File: config.mk
export PLATFORM = sky130hd
export DESIGN_NAME = decode_stage_controller
export DESIGN_NICKNAME = d
export VERILOG_FILES = /design/src/rtl/decode_stage_controller.sv
export SDC_FILE = /design/constraint.sdc
export NUM_CORES = 1
export LEC_CHECK = 0
export ABC_AREA = 1
export CORE_MARGIN = 5
export CORE_UTILIZATION = 49
export DETAILED_ROUTE_END_ITERATION = 12
export PLACE_DENSITY = 0.72
export SKIP_LAST_GASP = 1
export SLEW_MARGIN = 10
export SYNTH_ARGS = -nofsm -noshare
export SYNTH_HDL_FRONTEND = slang
export SYNTH_SLANG_ARGS = --single-unit
File: constraint.sdc
create_clock -name clk -period 2.45 [get_ports clk]
set_input_delay 0.735 -clock clk [delete_from_list [all_inputs] [get_ports clk]]
set_output_delay 0.735 -clock clk [all_outputs]
set_load 0.1 [all_outputs]
File: src/rtl/decode_stage_controller.sv
// rtl/decode_stage_controller.sv - decode stage sequencer: command intake, grow/merge/peel loop, result streaming
module decode_stage_controller #(
  parameter int GRID_WIDTH_X            = 4,
  parameter int GRID_WIDTH_Z            = 1,
  parameter int GRID_WIDTH_U            = 3,
  parameter int ITERATION_COUNTER_WIDTH = 8,
  parameter int MAXIMUM_DELAY           = 2,
  parameter int CORRECTION_WIDTH        = 14,
  parameter logic [7:0] START_MSG       = 8'h01,
  parameter logic [7:0] MEAS_HDR        = 8'h02,
  localparam int PU_COUNT = GRID_WIDTH_X * GRID_WIDTH_Z * GRID_WIDTH_U,
  localparam int ALIGNED  = 8 * ((GRID_WIDTH_X * GRID_WIDTH_Z + 7) / 8),
  localparam int CB       = (CORRECTION_WIDTH + 7) / 8,
  localparam int UB       = (GRID_WIDTH_U > 1) ? $clog2(GRID_WIDTH_U) : 1
) (
  input  logic                        clk,
  input  logic                        reset,
  input  logic [7:0]                  input_data,
  input  logic                        input_valid,
  output logic                        input_ready,
  output logic [7:0]                  output_data,
  output logic                        output_valid,
  input  logic                        output_ready,
  input  logic [PU_COUNT-1:0]         busy_PE,
  input  logic [PU_COUNT-1:0]         odd_clusters_PE,
  output logic [ALIGNED-1:0]          measurements,
  input  logic [CORRECTION_WIDTH-1:0] correction,
  output logic [UB-1:0]               result_round,
  output logic [2:0]                  global_stage,
  output logic [2:0]                  previous_global_stage
);

  localparam int MB  = ALIGNED / 8;
  localparam int RW  = $clog2(GRID_WIDTH_U + 1);
  localparam int DW  = (MAXIMUM_DELAY > 0) ? $clog2(MAXIMUM_DELAY + 1) : 1;
  localparam int ICW = ITERATION_COUNTER_WIDTH;
  localparam logic [DW-1:0] MAXD = DW'(MAXIMUM_DELAY);

  typedef enum logic [2:0] {
    S_IDLE      = 3'd0,
    S_MEAS_LOAD = 3'd1,
    S_GROW      = 3'd2,
    S_MERGE     = 3'd3,
    S_PEEL      = 3'd4,
    S_RESULT    = 3'd5,
    S_PARAM     = 3'd6,
    S_MEAS_PREP = 3'd7
  } stage_t;

  stage_t r_stage, r_prev, w_next;

  logic [ALIGNED-1:0]          r_meas;
  logic [7:0]                  r_meas_byte;
  logic [RW-1:0]               r_meas_round;
  logic [ICW-1:0]              r_limit;
  logic [ICW-1:0]              r_iter;
  logic                        r_timeout;
  logic [31:0]                 r_cycle;
  logic [DW-1:0]               r_delay;
  logic                        r_busy;
  logic                        r_odd;
  logic                        r_hdr_pending;
  logic [2:0]                  r_hdr_idx;
  logic [7:0]                  r_res_byte;
  logic [UB-1:0]               r_res_round;
  logic                        r_latch;
  logic [CORRECTION_WIDTH-1:0] r_corr;

  logic                        w_in_fire;
  logic                        w_out_fire;
  logic                        w_last_meas_byte;
  logic                        w_last_out;
  logic                        w_delay_done;
  logic                        w_timeout_set;
  logic [RW-1:0]               w_round_inc;
  logic [ICW-1:0]              w_lim_in;
  logic [ALIGNED-1:0]          w_meas_shift;
  logic [CB*8-1:0]             w_corr_pad;
  logic [31:0]                 w_iter32;

  assign w_in_fire        = input_valid && input_ready;
  assign w_out_fire       = output_valid && output_ready;
  assign w_last_meas_byte = (r_meas_byte == 8'(MB - 1));
  assign w_last_out       = !r_hdr_pending && (r_res_byte == 8'(CB - 1)) &&
                            (r_res_round == UB'(GRID_WIDTH_U - 1));
  assign w_delay_done     = (r_delay >= MAXD);
  assign w_round_inc      = r_meas_round + 1'b1;
  assign w_lim_in         = ICW'(input_data);
  assign w_timeout_set    = (r_stage == S_MERGE) && w_delay_done && !r_busy &&
                            r_odd && (r_iter >= r_limit);

  assign measurements          = r_meas;
  assign result_round          = r_res_round;
  assign global_stage          = r_stage;
  assign previous_global_stage = r_prev;

  always_ff @(posedge clk) begin
    if (reset) begin
      r_stage <= S_IDLE;
      r_prev  <= S_IDLE;
    end else begin
      r_stage <= w_next;
      r_prev  <= r_stage;
    end
  end

  always_comb begin
    w_next       = r_stage;
    input_ready  = 1'b0;
    output_valid = 1'b0;
    output_data  = 8'h00;
    w_meas_shift = r_meas >> 8;
    w_meas_shift[ALIGNED-1 -: 8] = input_data;
    w_corr_pad   = '0;
    w_corr_pad[CORRECTION_WIDTH-1:0] = r_corr;
    w_iter32     = 32'(r_iter);

    input_ready = !reset && ((r_stage == S_IDLE) || (r_stage == S_PARAM) ||
                             (r_stage == S_MEAS_PREP));

    // Correction bytes wait one cycle after a round change so the new round's value can be latched.
    output_valid = (r_stage == S_RESULT) && (r_hdr_pending || !r_latch);
    if (r_hdr_pending) begin
      case (r_hdr_idx)
        3'd0:    output_data = {7'b0, r_timeout};
        3'd1:    output_data = w_iter32[7:0];
        3'd2:    output_data = r_cycle[31:24];
        3'd3:    output_data = r_cycle[23:16];
        3'd4:    output_data = r_cycle[15:8];
        default: output_data = r_cycle[7:0];
      endcase
    end else begin
      output_data = w_corr_pad[{r_res_byte, 3'b000} +: 8];
    end

    case (r_stage)
      S_IDLE: begin
        if (w_in_fire && input_data == START_MSG)     w_next = S_PARAM;
        else if (w_in_fire && input_data == MEAS_HDR) w_next = S_MEAS_PREP;
      end
      S_PARAM:     if (w_in_fire) w_next = S_IDLE;
      S_MEAS_PREP: if (w_in_fire && w_last_meas_byte) w_next = S_MEAS_LOAD;
      S_MEAS_LOAD: w_next = (w_round_inc < RW'(GRID_WIDTH_U)) ? S_MEAS_PREP : S_GROW;
      S_GROW:      w_next = S_MERGE;
      S_MERGE: begin
        if (w_delay_done && !r_busy)
          w_next = (r_odd && (r_iter < r_limit)) ? S_GROW : S_PEEL;
      end
      S_PEEL:      if (w_delay_done && !r_busy) w_next = S_RESULT;
      S_RESULT:    if (w_out_fire && w_last_out) w_next = S_IDLE;
      default:     w_next = S_IDLE;
    endcase
  end

  always_ff @(posedge clk) begin
    if (reset) begin
      r_meas        <= '0;
      r_meas_byte   <= '0;
      r_meas_round  <= '0;
      r_limit       <= '1;
      r_iter        <= '0;
      r_timeout     <= 1'b0;
      r_cycle       <= '0;
      r_delay       <= '0;
      r_busy        <= 1'b0;
      r_odd         <= 1'b0;
      r_hdr_pending <= 1'b0;
      r_hdr_idx     <= '0;
      r_res_byte    <= '0;
      r_res_round   <= '0;
      r_latch       <= 1'b0;
      r_corr        <= '0;
    end else begin
      r_busy <= |busy_PE;
      r_odd  <= |odd_clusters_PE;

      if ((r_stage == S_GROW || r_stage == S_MERGE || r_stage == S_PEEL) && r_cycle != 32'hFFFF_FFFF)
        r_cycle <= r_cycle + 32'd1;

      // Delay restarts on every entry into MERGE or PEELING and saturates at the threshold.
      if ((r_stage == S_MERGE || r_stage == S_PEEL) && w_next == r_stage) begin
        if (!w_delay_done) r_delay <= r_delay + 1'b1;
      end else begin
        r_delay <= '0;
      end

      case (r_stage)
        S_IDLE: begin
          if (w_in_fire && input_data == MEAS_HDR) begin
            r_meas_round <= '0;
            r_meas_byte  <= '0;
          end
        end
        S_PARAM: begin
          if (w_in_fire) r_limit <= (w_lim_in == '0) ? '1 : w_lim_in;
        end
        S_MEAS_PREP: begin
          if (w_in_fire) begin
            r_meas      <= w_meas_shift;
            r_meas_byte <= w_last_meas_byte ? 8'd0 : r_meas_byte + 8'd1;
          end
        end
        S_MEAS_LOAD: begin
          r_meas_round <= w_round_inc;
          r_iter       <= '0;
          r_timeout    <= 1'b0;
          r_cycle      <= 32'd1;
        end
        S_GROW:  r_iter <= r_iter + 1'b1;
        S_MERGE: if (w_timeout_set) r_timeout <= 1'b1;
        S_PEEL: begin
          if (w_next == S_RESULT) begin
            r_hdr_pending <= 1'b1;
            r_hdr_idx     <= '0;
            r_res_byte    <= '0;
            r_res_round   <= '0;
            r_latch       <= 1'b1;
          end
        end
        S_RESULT: begin
          if (r_latch) begin
            r_corr  <= correction;
            r_latch <= 1'b0;
          end
          if (w_out_fire) begin
            if (r_hdr_pending) begin
              if (r_hdr_idx == 3'd5) r_hdr_pending <= 1'b0;
              else                   r_hdr_idx     <= r_hdr_idx + 3'd1;
            end else if (r_res_byte == 8'(CB - 1)) begin
              r_res_byte <= '0;
              if (w_last_out) begin
                r_res_round <= '0;
              end else begin
                r_res_round <= r_res_round + 1'b1;
                r_latch     <= 1'b1;
              end
            end else begin
              r_res_byte <= r_res_byte + 8'd1;
            end
          end
        end
        default: ;
      endcase
    end
  end

endmodule

**Word-level counts from Yosys, hierarchy flattened**

Cells that the tools add are included.

- Word-level logic and storage cells: 164
- Register bits after elaboration: 106

- Eq/ne operators: 28
- Multiplexer cells: 50
- Shift operators: 1
- Bitwise gates (word level): 1
- Reductions and logical operators: 53
- Magnitude comparators: 4
- Add/subtract/negate cells: 8

Operators with widths:

| cell | count |
|---|---|
| two-way mux 8 bit | 9 |
| one-hot mux 8 bit (2 select lines) | 3 |
| one-hot mux 8 bit (5 select lines) | 1 |
| two-way mux 3 bit | 13 |
| adder 32 x 1 -> 32 bit (second input constant) | 1 |
| inequality test 32 bit (second input constant) | 1 |
| adder 8 x 1 -> 8 bit (second input constant) | 3 |
| one-hot mux 3 bit (8 select lines) | 1 |
| OR reduction 12 bit | 2 |
| equality test 3 bit (second input constant) | 7 |
| logical AND 1 bit | 18 |
| equality test 8 x 1 -> 1 bit (second input constant) | 2 |
| logical NOT 8 bit | 2 |
| variable part select 16 x 12 -> 8 bit | 1 |
| equality test 3 x 2 -> 1 bit (second input constant) | 4 |
| two-way mux 2 bit | 6 |
| inequality test 2 bit (second input constant) | 6 |
| AND reduction 2 bit | 6 |
| nonzero test 2 bit | 6 |
| two-way mux 1 bit | 11 |
| AND reduction 5 bit | 2 |
| equality test 8 x 2 -> 1 bit (second input constant) | 1 |
| greater-or-equal comparator 8 bit | 1 |
| < comparator 8 bit | 1 |
| 18 further kinds | 37 |

**Longest topological paths before layout**

- Depth after elaboration: 13
- Mapped depth: 14

**Worst setup path before layout**

No wires, ideal clock.

- Kind: flip-flop to output port
- Start: register r_hdr_idx[0]
- End: output output_data[0]
- Stages on the path, launching flop included: 8
- Data required time: 1.715 ns
- Slack: -1.582 ns
- Arrival time: 3.297 ns
- Cells stage by stage: dfxtp_1 > ha_1 > ha_1 > inv_1 > nand4_1 > inv_1 > a2111oi_0 > o21ai_0

- Cells in the longest elaborated chain, start to end: 3
- Elaborated cells on any way between the ends: 7
- Those cells by class: eq/ne: 4; mux: 2; reduce/logical: 1

RTL lines:

| element | RTL line | text |
|---|---|---|
| start: declaration | 63 | `logic [2:0] r_hdr_idx;` |
| start signal: assignment | 228 | `else r_hdr_idx <= r_hdr_idx + 3'd1;` |
| equality test 3 bit (tied with other cells) | 124 | `case (r_hdr_idx)` |
| one-hot mux 8 bit (5 select lines) (*) | 124 |  |
| two-way mux 8 bit (*) | 123 | `if (r_hdr_pending) begin` |
| end: declaration | 21 | `output logic [7:0] output_data,` |

Mark *: on every way between the ends. The rest lies on a longest branch, timed or not.

**Worst setup path in the final report**

Ends and elaborated chain as after synthesis.

==> summary.md <==
| Metric | Value |
|---|---|
| Slowest stage delay, CP | `370 ps` |
| Pre-CTS setup slack | `-161 ps` |
| Pin count of the biggest net entering global routing | `38` |
| Critical Path End Type | `output pin` |
| Storage element area | `2140 um2` |
| Critical Path RT | `1710 ps` |
| Syn nets | `929` |
| I/O pin total | `76` |
| Initial core utilization | `49.9%` |
| Routed WL per cell | `14.7 um` |
| WHS | `445 ps` |
| Status | `complete, but fails checks` |
| Max VDD drop | `0.465 mV` |
| Inserted Clock Buffers | `9` |
| Multi-input gate area | `3600 um2` |
| Drt first-iter violations | `521` |
| Max-Slew Margin vs Limit | `57.1%` |
| DR pass1 iterations | `7` |
| Vias in the first global route | `5,736` |
| Leak | `3.01 nW` |
| Initial antenna violation count | `0` |
| Failing checks | `negative setup slack` |
| Clock Sinks | `106` |
| Post-Syn Instances | `858` |
| Final #Nets | `1,045` |
| First-pass GRT wire length | `27,500 um` |
| Distinct cells, synth | `49` |
| Die H | `120 um` |
| Final Hold Viols | `0` |
| Detailed Route WL | `16,600 um` |
| CTS tree | `yes` |
| Placer Congestion | `0.961` |
| Clk_lat worst skew | `360 ps` |
| GRT overflow | `0` |
| Bufs on Longest Clock Path | `2` |
| Post-route DRC | `0` |
| Hold-fix buffers, CTS | `0` |
| Post-route clock period utilization | `113%` |
| Row cnt | `40` |
| Final Skew | `8.38 ps` |
| Startpoint types | `register` |
| Core box area | `12,000 um2` |
| Layout area overhead | `32.4%` |
| Clk slew on worst S/H paths | `70 ps` |
| Syn Std Cell Area | `5960 um2` |
| Post-synth ARST share | `0%` |
| Root buf cell | `clkbuf_16` |
| Max-cap violations | `0` |
| Vias/cell | `5.43` |
| Final ANT Viol Nets | `0` |
| Final Core Density | `66.0%` |
| Fmax | `360 MHz` |
| Layout cells sized above 1 | `18.3%` |
| Die ar. | `14,500 um2` |
| Filler cells | `1,046` |
| Die span in x | `120 um` |
| #FFs+latches synth | `106` |
| Slew @ Worst Pin | `643 ps` |
| Worst path slowest cell | `dfxtp_4` |
| Dpl hpwl | `12,300 um` |
| CP Cell Sequence | `ha_4 > ha_4 > buf_6 > nand2_2 > o21ai_2 > a2111oi_4 > buf_4 > o21ai_4 > buf_12` |
| Unrepaired setup endpoints after global routing | `yes` |
| Port bufs | `75` |
| GRT Total Usage | `23.3%` |
| Worst Hold Class | `register to register` |
| Final worst slack | `-326 ps` |
| H-tree levels | `3` |
| Cell Pwr Density | `682 nW/um2` |
| Tmin final | `2780 ps` |
| Crit path kind | `register to output pin` |
| WP data arrival | `2040 ps` |
| Fraction of the yosys area taken by sequential cells | `35.6%` |
| Pins over their slew limit | `0` |
| Commonest register cell after synthesis | `dfxtp_1` |
| Final setup fails | `8` |
| Synth warnings | `0` |
| Post-synth EDFFs | `0` |
| Syn_area_per_cell | `6.95 um2` |
| Inserted Diodes | `0` |
| Most frequent cell on the critical path | `ha_4` |
| Vias | `6,116` |
| Worst Path Max Fanout | `6` |
sequential cells by signal (all words and copies together) (netlist names):
register,flops
result_round,2
previous_global_stage,3
r_meas_byte,8
r_corr,14
measurements,8
r_meas_round,2
r_iter,8
r_hdr_pending,1
r_hdr_idx,3
r_res_byte,8
r_busy,1
r_timeout,1
r_odd,1
r_delay,2
global_stage,3
r_latch,1
r_cycle,32
r_limit,8
placed cells by master (no fill, tap or decap), types with 12 or more instances in the layout:
| cell | instances |
|---|---|
| xor2_1 | 16 |
| nand3_1 | 42 |
| nor2_1 | 94 |
| nor3_1 | 27 |
| inv_1 | 84 |
| buf_4 | 67 |
| o21ai_0 | 53 |
| nand4_1 | 17 |
| ha_1 | 17 |
| nand2_1 | 164 |
| a21oi_1 | 74 |
| nor4_1 | 12 |
| clkdlybuf4s50_1 | 49 |
| dfxtp_1 | 100 |
area by class of cell:
class                           count  share of cell area [%]
Sequential cell                   106                    27.1
Tap cell                          147                    2.33
Multi-Input combinational cell    627                    45.6
Inverter                           99                    4.96
Clock inverter                      6                    1.14
Timing Repair Buffer              131                    15.8
Clock buffer                       10                    3.03
per-layer routing:
metal  share of wire [%]  vias up  GRT usage, %
met1                  45     2786          31.0
li1                    -     3122             -
met3                 6.1       31          5.47
met2                  47      177          36.9
met4                 2.1        0          8.36
met5                   0        -             0
timing repair:
action                                 4_1_cts  5_1_grt
pin swaps                                   18       13
gates cloned                                 1        0
resized for setup                           43       23
buffers inserted                             3        3
endpoints found under the hold margin        0        0
setup endpoints to repair                    9        9
cells by family after synthesis:
group           Yosys count  share of synthesized area, %
flops                   106                          35.6
buf+inv                 126                          8.45
fa+ha+maj                21                          4.41
simple gates            390                          29.7
compound gates          191                          18.3
xor+xnor                 24                          3.52
worst paths after layout:
path / start / end / slack [ps] / cells after the start
min reg2reg: r_corr[5] / r_corr[5] / 450 / 2
min: r_corr[5] / r_corr[5] / 450 / 2
max reg2reg: r_cycle[0] / r_cycle[8] / 340 / 11
max: r_hdr_idx[0] / output_data[0] / -330 / 9
where the power goes:
part           switching (mW)  total (mW)  internal, mW  leakage (nW)
registers               0.119        1.94          1.82         0.860
clock network           0.694        1.62         0.924         0.147
logic                    1.24        1.83         0.589          2.01
total                    2.05        5.39          3.34          3.01
cells in the mapped netlist (4+ instances only):
master / instances / share of area [%]
nand2_1: 169 / 11
dfxtp_1: 106 / 36
nor2_1: 95 / 6.0
inv_1: 93 / 5.9
a21oi_1: 75 / 6.3
o21ai_0: 65 / 5.5
nand3_1: 42 / 3.5
nor3_1: 27 / 2.3
ha_1: 21 / 4.4
clkbuf_1: 18 / 1.1
nand4_1: 17 / 1.8
xor2_1: 16 / 2.3
nor4_1: 12 / 1.3
xnor2_1: 8 / 1.2
a211oi_1: 7 / 0.88
a31oi_1: 7 / 0.73
o211ai_1: 7 / 0.88
a221oi_1: 6 / 0.88
buf_2: 5 / 0.42
nand2_2: 5 / 0.52
o22ai_1: 5 / 0.52
a22o_1: 4 / 0.59
nor3_2: 4 / 0.67
worst max-delay path: cells and delay by family, from the launching register on:
| family | cells | cell delay [ps] |
|---|---|---|
| adders and majority gates | 2 | 340 |
| and+or+nand+nor | 1 | 60 |
| AOI/OAI and AO/OA | 3 | 440 |
| buffers and inverters | 3 | 470 |
| DFF | 1 | 370 |
through the flow:
step | instances | TNS [ps] | total power [mW] | instance area (um2)
floorplan | 858 | -34.2 | 3.16 | 6030
detailed placement | 1106 | -708 | 3.69 | 7290
global placement | 1106 | -259 | 3.68 | 7290
finish | 1126 | -2250 | 5.39 | 7900
global route | 1126 | -2890 | 5.65 | 7900
CTS | 1123 | -2180 | 5.33 | 7770
(Power assumes the default switching activity.)
